===== config.mk =====
export PLATFORM = sky130hd
export DESIGN_NAME = lock_access_controller
export DESIGN_NICKNAME = d
export VERILOG_FILES = /design/src/rtl/lock_access_controller.sv
export SDC_FILE = /design/constraint.sdc
export NUM_CORES = 1
export LEC_CHECK = 0
export ABC_AREA = 1
export CAP_MARGIN = 20
export CORE_MARGIN = 2
export CORE_UTILIZATION = 30
export CTS_CLUSTER_DIAMETER = 40
export DETAILED_ROUTE_END_ITERATION = 8
export GPL_TIMING_DRIVEN = 0
export PLACE_DENSITY_LB_ADDON = 0.12
export SLEW_MARGIN = 20
export SYNTH_ARGS = -nofsm -noshare
export SYNTH_HDL_FRONTEND = slang
export SYNTH_SLANG_ARGS = --single-unit

===== constraint.sdc =====
create_clock -name clk -period 2.9 [get_ports clk]
set_input_delay 0.435 -clock clk [delete_from_list [all_inputs] [get_ports clk]]
set_output_delay 0.435 -clock clk [all_outputs]
set_load 0.01 [all_outputs]

===== src/rtl/lock_access_controller.sv =====
// Keypad digital-lock sequencer: frames serial code bits into attempts, compares them
// against the stored code, and drives the unlock window, closer pulse and failure lockout.
module lock_access_controller #(
    parameter int unsigned          CODE_LEN    = 4,
    parameter logic [CODE_LEN-1:0]  CODE        = CODE_LEN'(4'b1011),
    parameter int unsigned          MAX_FAIL    = 3,
    parameter int unsigned          OPEN_CYC    = 32,
    parameter int unsigned          LOCKOUT_CYC = 64
) (
    input  logic       clk,
    input  logic       rst,
    input  logic       bit_valid,
    input  logic       bit_in,
    input  logic       clear_entry,
    input  logic       door_closed,
    output logic       ready,
    output logic       unlocked,
    output logic       closer,
    output logic       locked_out,
    output logic [2:0] fail_cnt
);

    localparam int unsigned TMAX = (OPEN_CYC > LOCKOUT_CYC) ? OPEN_CYC : LOCKOUT_CYC;
    localparam int unsigned TW   = (TMAX > 1) ? $clog2(TMAX) : 1;
    localparam int unsigned CW   = $clog2(CODE_LEN);

    typedef enum logic [2:0] {
        S_LOCKED  = 3'd0,
        S_EVAL    = 3'd1,
        S_OPEN    = 3'd2,
        S_CLOSE   = 3'd3,
        S_LOCKOUT = 3'd4
    } state_e;

    state_e              state_q, state_d;
    logic [CODE_LEN-1:0] shreg_q, shreg_d;
    logic [CW-1:0]       cnt_q,   cnt_d;
    logic [TW-1:0]       timer_q, timer_d;
    logic [2:0]          fail_q,  fail_d;
    logic                ready_q, unlocked_q, closer_q, locked_out_q;

    // Next-state, entry framing, shared timer and failure bookkeeping
    always_comb begin
        state_d = state_q;
        shreg_d = shreg_q;
        cnt_d   = cnt_q;
        timer_d = timer_q;
        fail_d  = fail_q;
        case (state_q)
            S_LOCKED: begin
                if (clear_entry) begin
                    shreg_d = '0;
                    cnt_d   = '0;
                end else if (bit_valid) begin
                    shreg_d = {shreg_q[CODE_LEN-2:0], bit_in};
                    if (cnt_q == CW'(CODE_LEN - 1)) begin
                        cnt_d   = '0;
                        state_d = S_EVAL;
                    end else begin
                        cnt_d = cnt_q + CW'(1);
                    end
                end
            end
            S_EVAL: begin
                shreg_d = '0;
                if (shreg_q == CODE) begin
                    fail_d  = '0;
                    state_d = S_OPEN;
                end else if (fail_q + 3'd1 == 3'(MAX_FAIL)) begin
                    fail_d  = 3'(MAX_FAIL);
                    state_d = S_LOCKOUT;
                end else begin
                    fail_d  = fail_q + 3'd1;
                    state_d = S_LOCKED;
                end
            end
            S_OPEN: begin
                if (timer_q != TW'(OPEN_CYC - 1)) begin
                    timer_d = timer_q + TW'(1);
                end else if (door_closed) begin
                    state_d = S_CLOSE;
                end
            end
            S_CLOSE: begin
                state_d = S_LOCKED;
            end
            S_LOCKOUT: begin
                if (timer_q == TW'(LOCKOUT_CYC - 1)) begin
                    fail_d  = '0;
                    state_d = S_LOCKED;
                end else begin
                    timer_d = timer_q + TW'(1);
                end
            end
            default: begin
                state_d = S_LOCKED;
            end
        endcase
        // Timer restarts from zero on every state entry
        if (state_d != state_q) begin
            timer_d = '0;
        end
    end

    // State and registered Moore outputs decoded from the next state
    always_ff @(posedge clk) begin
        if (rst) begin
            state_q      <= S_LOCKED;
            shreg_q      <= '0;
            cnt_q        <= '0;
            timer_q      <= '0;
            fail_q       <= '0;
            ready_q      <= 1'b1;
            unlocked_q   <= 1'b0;
            closer_q     <= 1'b0;
            locked_out_q <= 1'b0;
        end else begin
            state_q      <= state_d;
            shreg_q      <= shreg_d;
            cnt_q        <= cnt_d;
            timer_q      <= timer_d;
            fail_q       <= fail_d;
            ready_q      <= (state_d == S_LOCKED);
            unlocked_q   <= (state_d == S_OPEN);
            closer_q     <= (state_d == S_CLOSE);
            locked_out_q <= (state_d == S_LOCKOUT);
        end
    end

    assign ready      = ready_q;
    assign unlocked   = unlocked_q;
    assign closer     = closer_q;
    assign locked_out = locked_out_q;
    assign fail_cnt   = fail_q;

endmodule


==> impl_metrics.ini, run 1 <==
[critical_path]
cp_num_cells = 1
path_delay_family = buffers and inverters
crit_path_end = fail_cnt[0]
reg2reg_depth = 8
rr_endpoint = timer_q[5]$_SDFFE_PP0P_
start_kind = register
crit_start = fail_cnt[0]$_SDFFE_PP0P_
max_stage_delay_ns = 0.56
crit_slowest_cell = clkdlybuf4s50_1
rr_startpoint = timer_q[0]$_SDFFE_PP0P_
crit_fanout = 5
crit_required_ns = 2.47
r2r_slack_ns = 1.37
crit_arrival_ns = 1.22
path_class = reg -> out
crit_path_cell_trace = clkdlybuf4s50_1
path_buf_inv = 1
setup.worst_path.end_class = output port

[cells_and_area]
layout_commonest_cell = nand2_1
stdcell_area_um2 = 1390
nNetsFinal = 202
nFillCells = 425
layout_common_cells = nand2_1, inv_1, nor2_1
drive_above_1_share_pct = 6.81
area_delta_synth_final_pct = 20.3
stdcell_count = 239
n_antenna_cell = 0

[clock_network]
htree_levels = 1
cts_sinks = 22
numCtsBuffers = 3
clk_latency_ns = 0.26
hold_buffers = 0
cts_tree = yes
cts.clk_slew.worst_paths_ns = 0.07
cts_root_buf = clkbuf_8
ctsResizeCount = 0
clock_path_buffers = 2
postCtsSetupRepairBufs = 0

[yosys]
ys_types = 23
seq_area_frac_synth_pct = 38.0
ys_seq_elements = 22
yosysWarnings = 0
syn_area_um2 = 1160
syn_avg_cell_area_um2 = 6.62
synth_nets = 185
synthCells = 175

[worst_hold_path]
hold-path-cell-count = 2
hp-class = reg -> reg

[die]
coreArea_um2 = 3690
ioPinCount = 13
die-width_um = 66.1
die_h_um = 66.1
die_area_um2 = 4380
start_util_pct = 31.4
num_rows = 22

[global_route]
grtUsageTotal_pct = 12.8
first_global_vias = 988
grt_start_max_net_pins = 13
grt_pass1_wl_um = 4300
antenna_found_initial = 0
grt_overflow = 0

[detailed_routing]
wl_per_cell_um = 9.65
antenna_left = 0
vias_per_cell = 4.49
initialDrtViolationCount = 29
drtPass1Iterations = 4
finalWirelength_um = 2310
via_count = 1074
drc = 0

[sta]
drv_slew = 0
timing.setup.tns_ns = 0
final_hold_viol_count = 0
layout_min_cycle_time_ns = 1.66
fin_worst_skew_ns = 0.00277
rsz0062_at_grt = no
max_freq_mhz = 604
fin_crit_sh_pct = 57.1
relSlewSlack_pct = 68.0
worst_pin_slew_ns = 0.480
finalSetupViolations = 0

[pwr]
power_leakage_uw = 0.000587
ir_drop_v = 0.000187
power.density_nw_per_um2 = 392

[placement]
place_area_um2 = 1340
place.gp.congestion = 0.803
portBuffers = 12
post-dp-hpwl_um = 1850
place_inst = 235

[job]
cap_viol_max_count = 0

[run_status]
status = finished clean
[worst min path at each step]
stage	start	slack [ns]	to
2_1_floorplan	cnt_q[0]$_SDFFE_PP0P_	0.44	cnt_q[0]$_SDFFE_PP0P_
5_1_grt	shreg_q[3]$_SDFFE_PP0P_	0.53	shreg_q[3]$_SDFFE_PP0P_
3_5_place_dp	cnt_q[0]$_SDFFE_PP0P_	0.47	cnt_q[0]$_SDFFE_PP0P_
6_report	cnt_q[0]$_SDFFE_PP0P_	0.48	cnt_q[0]$_SDFFE_PP0P_
3_3_place_gp	cnt_q[0]$_SDFFE_PP0P_	0.45	cnt_q[0]$_SDFFE_PP0P_
4_1_cts	cnt_q[0]$_SDFFE_PP0P_	0.48	cnt_q[0]$_SDFFE_PP0P_
[per-layer routing]
layer | global-route usage, % | wire [um] | part of all wire (%)
met5 | 0 | 0 | 0
met1 | 17.6 | 1190 | 52
met2 | 19.1 | 962 | 42
met3 | 2.90 | 108 | 4.7
met4 | 5.36 | 46 | 2.0
[registers in the layout (all words and copies together) (netlist names), 2 cells and up]
name,cells
fail_cnt,3
cnt_q,2
timer_q,6
shreg_q,4
state_q,3
[worst min-delay path: stages, from the launching register on]
cell and delay [ns]:
dfxtp_1 0.32, inv_1 0.06, a21oi_1 0.05
[per-stage QoR]
| stage | setup slack [ns] | utilization [%] | power [uW] | hold WS, ns |
|---|---|---|---|---|
| floorplan | 1.59 | - | 325 | 0.443 |
| global placement | 1.22 | 36.3 | 336 | 0.453 |
| detailed placement | 1.19 | 36.3 | 336 | 0.473 |
| CTS | 1.23 | 37.8 | 558 | 0.484 |
| global route | 1.16 | 37.8 | 575 | 0.527 |
| finish | 1.24 | 37.8 | 546 | 0.480 |
[cells by family after synthesis]
family / after synthesis / synth area share (%)
buffers and inverters: 31 / 10.2
AND/OR/NAND/NOR: 98 / 37.1
adder cells (fa/ha/maj): 4 / 4.32
AO/OA/AOI/OAI: 17 / 8.10
flip-flops: 22 / 38.0
XOR/XNOR: 3 / 2.27
[cell usage after synthesis]
master / number / share of area (%)
a21oi_1: 12 / 5.2
and3_1: 1 / 0.54
buf_2: 1 / 0.43
clkbuf_1: 1 / 0.32
dfxtp_1: 22 / 38
ha_1: 4 / 4.3
inv_1: 28 / 9.1
inv_2: 1 / 0.32
nand2_1: 45 / 15
nand2_2: 2 / 1.1
nand2_4: 2 / 1.9
nand3_1: 16 / 6.9
nand3_2: 1 / 0.86
nand4_1: 3 / 1.6
nor2_1: 25 / 8.1
nor2_2: 1 / 0.54
nor3_1: 1 / 0.43
o211ai_1: 2 / 1.3
o21ai_0: 2 / 0.86
o21ai_2: 1 / 0.76
or2_1: 1 / 0.54
xnor2_1: 2 / 1.5
xor2_1: 1 / 0.76
[power breakdown]
part,switching (uW),internal [uW]
registers,1.31,304
clock network,96.1,121
logic,12.7,11.2
[layout make-up]
type	instances	area, um^2	share of cell area (%)
Multi-Input combinational cell	122	601	43.1
Sequential cell	22	440	31.6
Inverter	29	109	7.81
Tap cell	48	60.1	4.31
Timing Repair Buffer	12	120	8.62
Clock buffer	4	55.1	3.95
Buffer	2	8.76	0.628
No activity file was read; power rests on OpenSTA's default activity.
==> inputs of run 2 (changes only) <==
==> constraint.sdc (replaced) <==
create_clock -name clk -period 1.7 [get_ports clk]
set_input_delay 0.255 -clock clk [delete_from_list [all_inputs] [get_ports clk]]
set_output_delay 0.255 -clock clk [all_outputs]
set_load 0.01 [all_outputs]
==> results of run 2 <==
The final DEF is identical to that of run 1. Status: finished clean.
Among the figures that moved: setup slack after placement 1.19 ns -> 0.166 ns; clock-pin slew on the worst setup and hold paths 0.07 ns -> 0.08 ns; setup slack after layout 1.24 ns -> 0.172 ns; start point of the critical path fail_cnt[0]$_SDFFE_PP0P_ -> timer_q[0]$_SDFFE_PP0P_; end point of the critical path fail_cnt[0] -> timer_q[5]$_SDFFE_PP0P_; register-to-register setup slack 1.37 ns -> 0.17 ns; total power 546 uW -> 932 uW; worst IR drop on VDD 0.000187 V -> 0.000319 V
==> inputs of run 3 (changes only) <==
--- a/config.mk
+++ b/config.mk
@@ -5,7 +5,6 @@
 export SDC_FILE = /design/constraint.sdc
 export NUM_CORES = 1
 export LEC_CHECK = 0
-export ABC_AREA = 1
 export CAP_MARGIN = 20
 export CORE_MARGIN = 2
 export CORE_UTILIZATION = 30
==> impl_metrics.ini, run 3 <==
[clock_network]
cts_tree = yes
cts_sinks = 22
htree_levels = 1
clock_path_buffers = 2
cts.clk_slew.worst_paths_ns = 0.08
numCtsBuffers = 3
hold_buffers = 0
clk_latency_ns = 0.26
cts_root_buf = clkbuf_8

[detailed_routing]
drc = 0
initialDrtViolationCount = 26
antenna_left = 0
via_count = 1009
wl_per_cell_um = 13.6
finalWirelength_um = 2550
drtPass1Iterations = 4
vias_per_cell = 5.37

[cells_and_area]
drive_above_1_share_pct = 16.4
stdcell_area_um2 = 1390
area_delta_synth_final_pct = 23.2
largest_reg_flops = 6
n_antenna_cell = 0
reg_top3 = timer_q (6), shreg_q (4)
regMostFlops = timer_q
layout_commonest_cell = dfxtp_1
stdcell_count = 188
layout_common_cells = dfxtp_1, clkdlybuf4s50_1, a21oi_1
nNetsFinal = 152

[sta]
final_hold_viol_count = 0
drv_slew = 0
worst_pin_slew_ns = 0.497
setup_slack_ns = 0.0869
rsz0062_at_grt = yes
layout_min_cycle_time_ns = 1.61
max_freq_mhz = 620
fin_crit_sh_pct = 94.9
finalSetupViolations = 0
holdWs_ns = 0.388
relSlewSlack_pct = 66.8
fin_worst_skew_ns = 0.00369

[placement]
portBuffers = 11
post-dp-hpwl_um = 1810
place_area_um2 = 1300
place.gp.congestion = 0.776
place_inst = 182
post-place-ws_ns = 0.0381

[yosys]
synth-edff-count = 0
yosysWarnings = 0
synthCells = 123
synth_area_leaders = dfxtp_1, a21oi_1, ha_1
synth_top_area_share_pct = 39.1
ys_seq_elements = 22
yosysMostFrequentCell = dfxtp_1
syn_avg_cell_area_um2 = 9.16
ys_types = 43
netlist_top_cells_count = dfxtp_1, a21oi_1, nor2_1, nand4_1, nor3_1
seq_area_frac_synth_pct = 39.1
synth_nets = 133
syn_area_um2 = 1130
async_flop_share_pct = 0
synth_top_area_cell = dfxtp_1
synth_ff_type = dfxtp_1

[critical_path]
rr_startpoint = timer_q[1]$_SDFFE_PP0P_
crit_arrival_ns = 1.77
reg2reg_depth = 5
setup.worst_path.end_class = register
path_class = reg -> reg
crit_fanout = 4
r2r_slack_ns = 0.09
start_kind = register
rr_endpoint = unlocked$_SDFF_PP0_
crit_required_ns = 1.86

[die]
coreArea_um2 = 3630
ioPinCount = 13
die_area_um2 = 4260
num_rows = 22
die-width_um = 65.3
start_util_pct = 31.0
die_h_um = 65.3

[worst_hold_path]
hold-path-cell-count = 2
hp-class = in -> reg
hp-start = rst
holdPathEnd = state_q[1]$_SDFF_PP0_

[run_status]
status = finished clean

[global_route]
grt_start_max_net_pins = 12
first_global_vias = 988
grtUsageTotal_pct = 13.7
grt_pass1_wl_um = 4510
antenna_found_initial = 0
grt_overflow = 0

[pwr]
ir_drop_v = 0.000254
power.density_nw_per_um2 = 635
power_leakage_uw = 0.000466

[job]
cap_viol_max_count = 0
[run 3: cell count changes after synthesis, sizes merged, moves of 3 or more]
cell    change
nand4b      +5
a22oi       +5
nor2       -17
clkbuf      +3
nand4       +3
nor3        +5
inv        -28
nand2      -45
nand3      -12
[run 3: per-layer routing]
layer  track usage (%)  share of wire [%]  vias up
met5                 0                  0        -
met4              6.25                1.7        0
met3              2.23                2.3        5
met2              20.7                 44       17
met1              19.2                 52      476
li1                  -                  -      511
[run 3: repair_timing]
item	in CTS	in global routing
endpoints found under the setup margin	0	17
setup buffers	0	3
gates resized for setup	0	8
[run 3: cell families (layout without fill, tap and decap cells)]
kind of cell | after synthesis | in the layout | share of synthesized area, %
simple gates | 55 | 55 | 31.0
fa+ha+maj | 4 | 4 | 4.44
xor+xnor | 2 | 2 | 1.56
mux | 2 | 2 | 1.78
buf+inv | 8 | 25 | 3.33
compound gates | 30 | 30 | 18.8
flops | 22 | 22 | 39.1
[run 3: layout make-up]
type                            instances  area (um^2)
Timing Repair Buffer                   14          133
Clock buffer                            3         41.3
Buffer                                  7         33.8
Fill cell                             387         2250
Tap cell                               48         60.1
Multi-Input combinational cell         93          674
Sequential cell                        22          442
Inverter                                1         3.75
[run 3: worst max path at each step]
stage / start / end / slack [ns] / cells after the start
CTS: timer_q[0]$_SDFFE_PP0P_ / ready$_SDFF_PP1_ / 0.001 / 5
global route: state_q[1]$_SDFF_PP0_ / fail_cnt[2]$_SDFFE_PP0P_ / -0.06 / 5
floorplan: state_q[0]$_SDFF_PP0_ / timer_q[3]$_SDFFE_PP0P_ / 0.24 / 5
detailed placement: timer_q[0]$_SDFFE_PP0P_ / timer_q[2]$_SDFFE_PP0P_ / 0.04 / 5
finish: timer_q[1]$_SDFFE_PP0P_ / unlocked$_SDFF_PP0_ / 0.09 / 5
global placement: timer_q[0]$_SDFFE_PP0P_ / timer_q[2]$_SDFFE_PP0P_ / 0.04 / 5
[run 3: metrics by stage]
stage          setup TNS [ns]  utilization, %  power [uW]
6_report                    0            38.2         881
5_1_grt                -0.118            38.2         925
4_1_cts                     0            36.8         895
3_5_place_dp                0            35.7         568
3_3_place_gp                0            35.7         567
2_1_floorplan               0               -         552
[run 3: power breakdown]
group / total [uW] / internal (uW) / switching, uW
clock: 325 / 158 / 167
combinational: 37.0 / 17.3 / 19.7
sequential: 519 / 517 / 1.99
[run 3: worst max-delay path, cell delays in order, from the launching register on]
cell and delay, ns:
dfxtp_1 0.39, ha_2 0.22, and4_2 0.32, nand4b_1 0.21
buf_4 0.20, and3_1 0.17
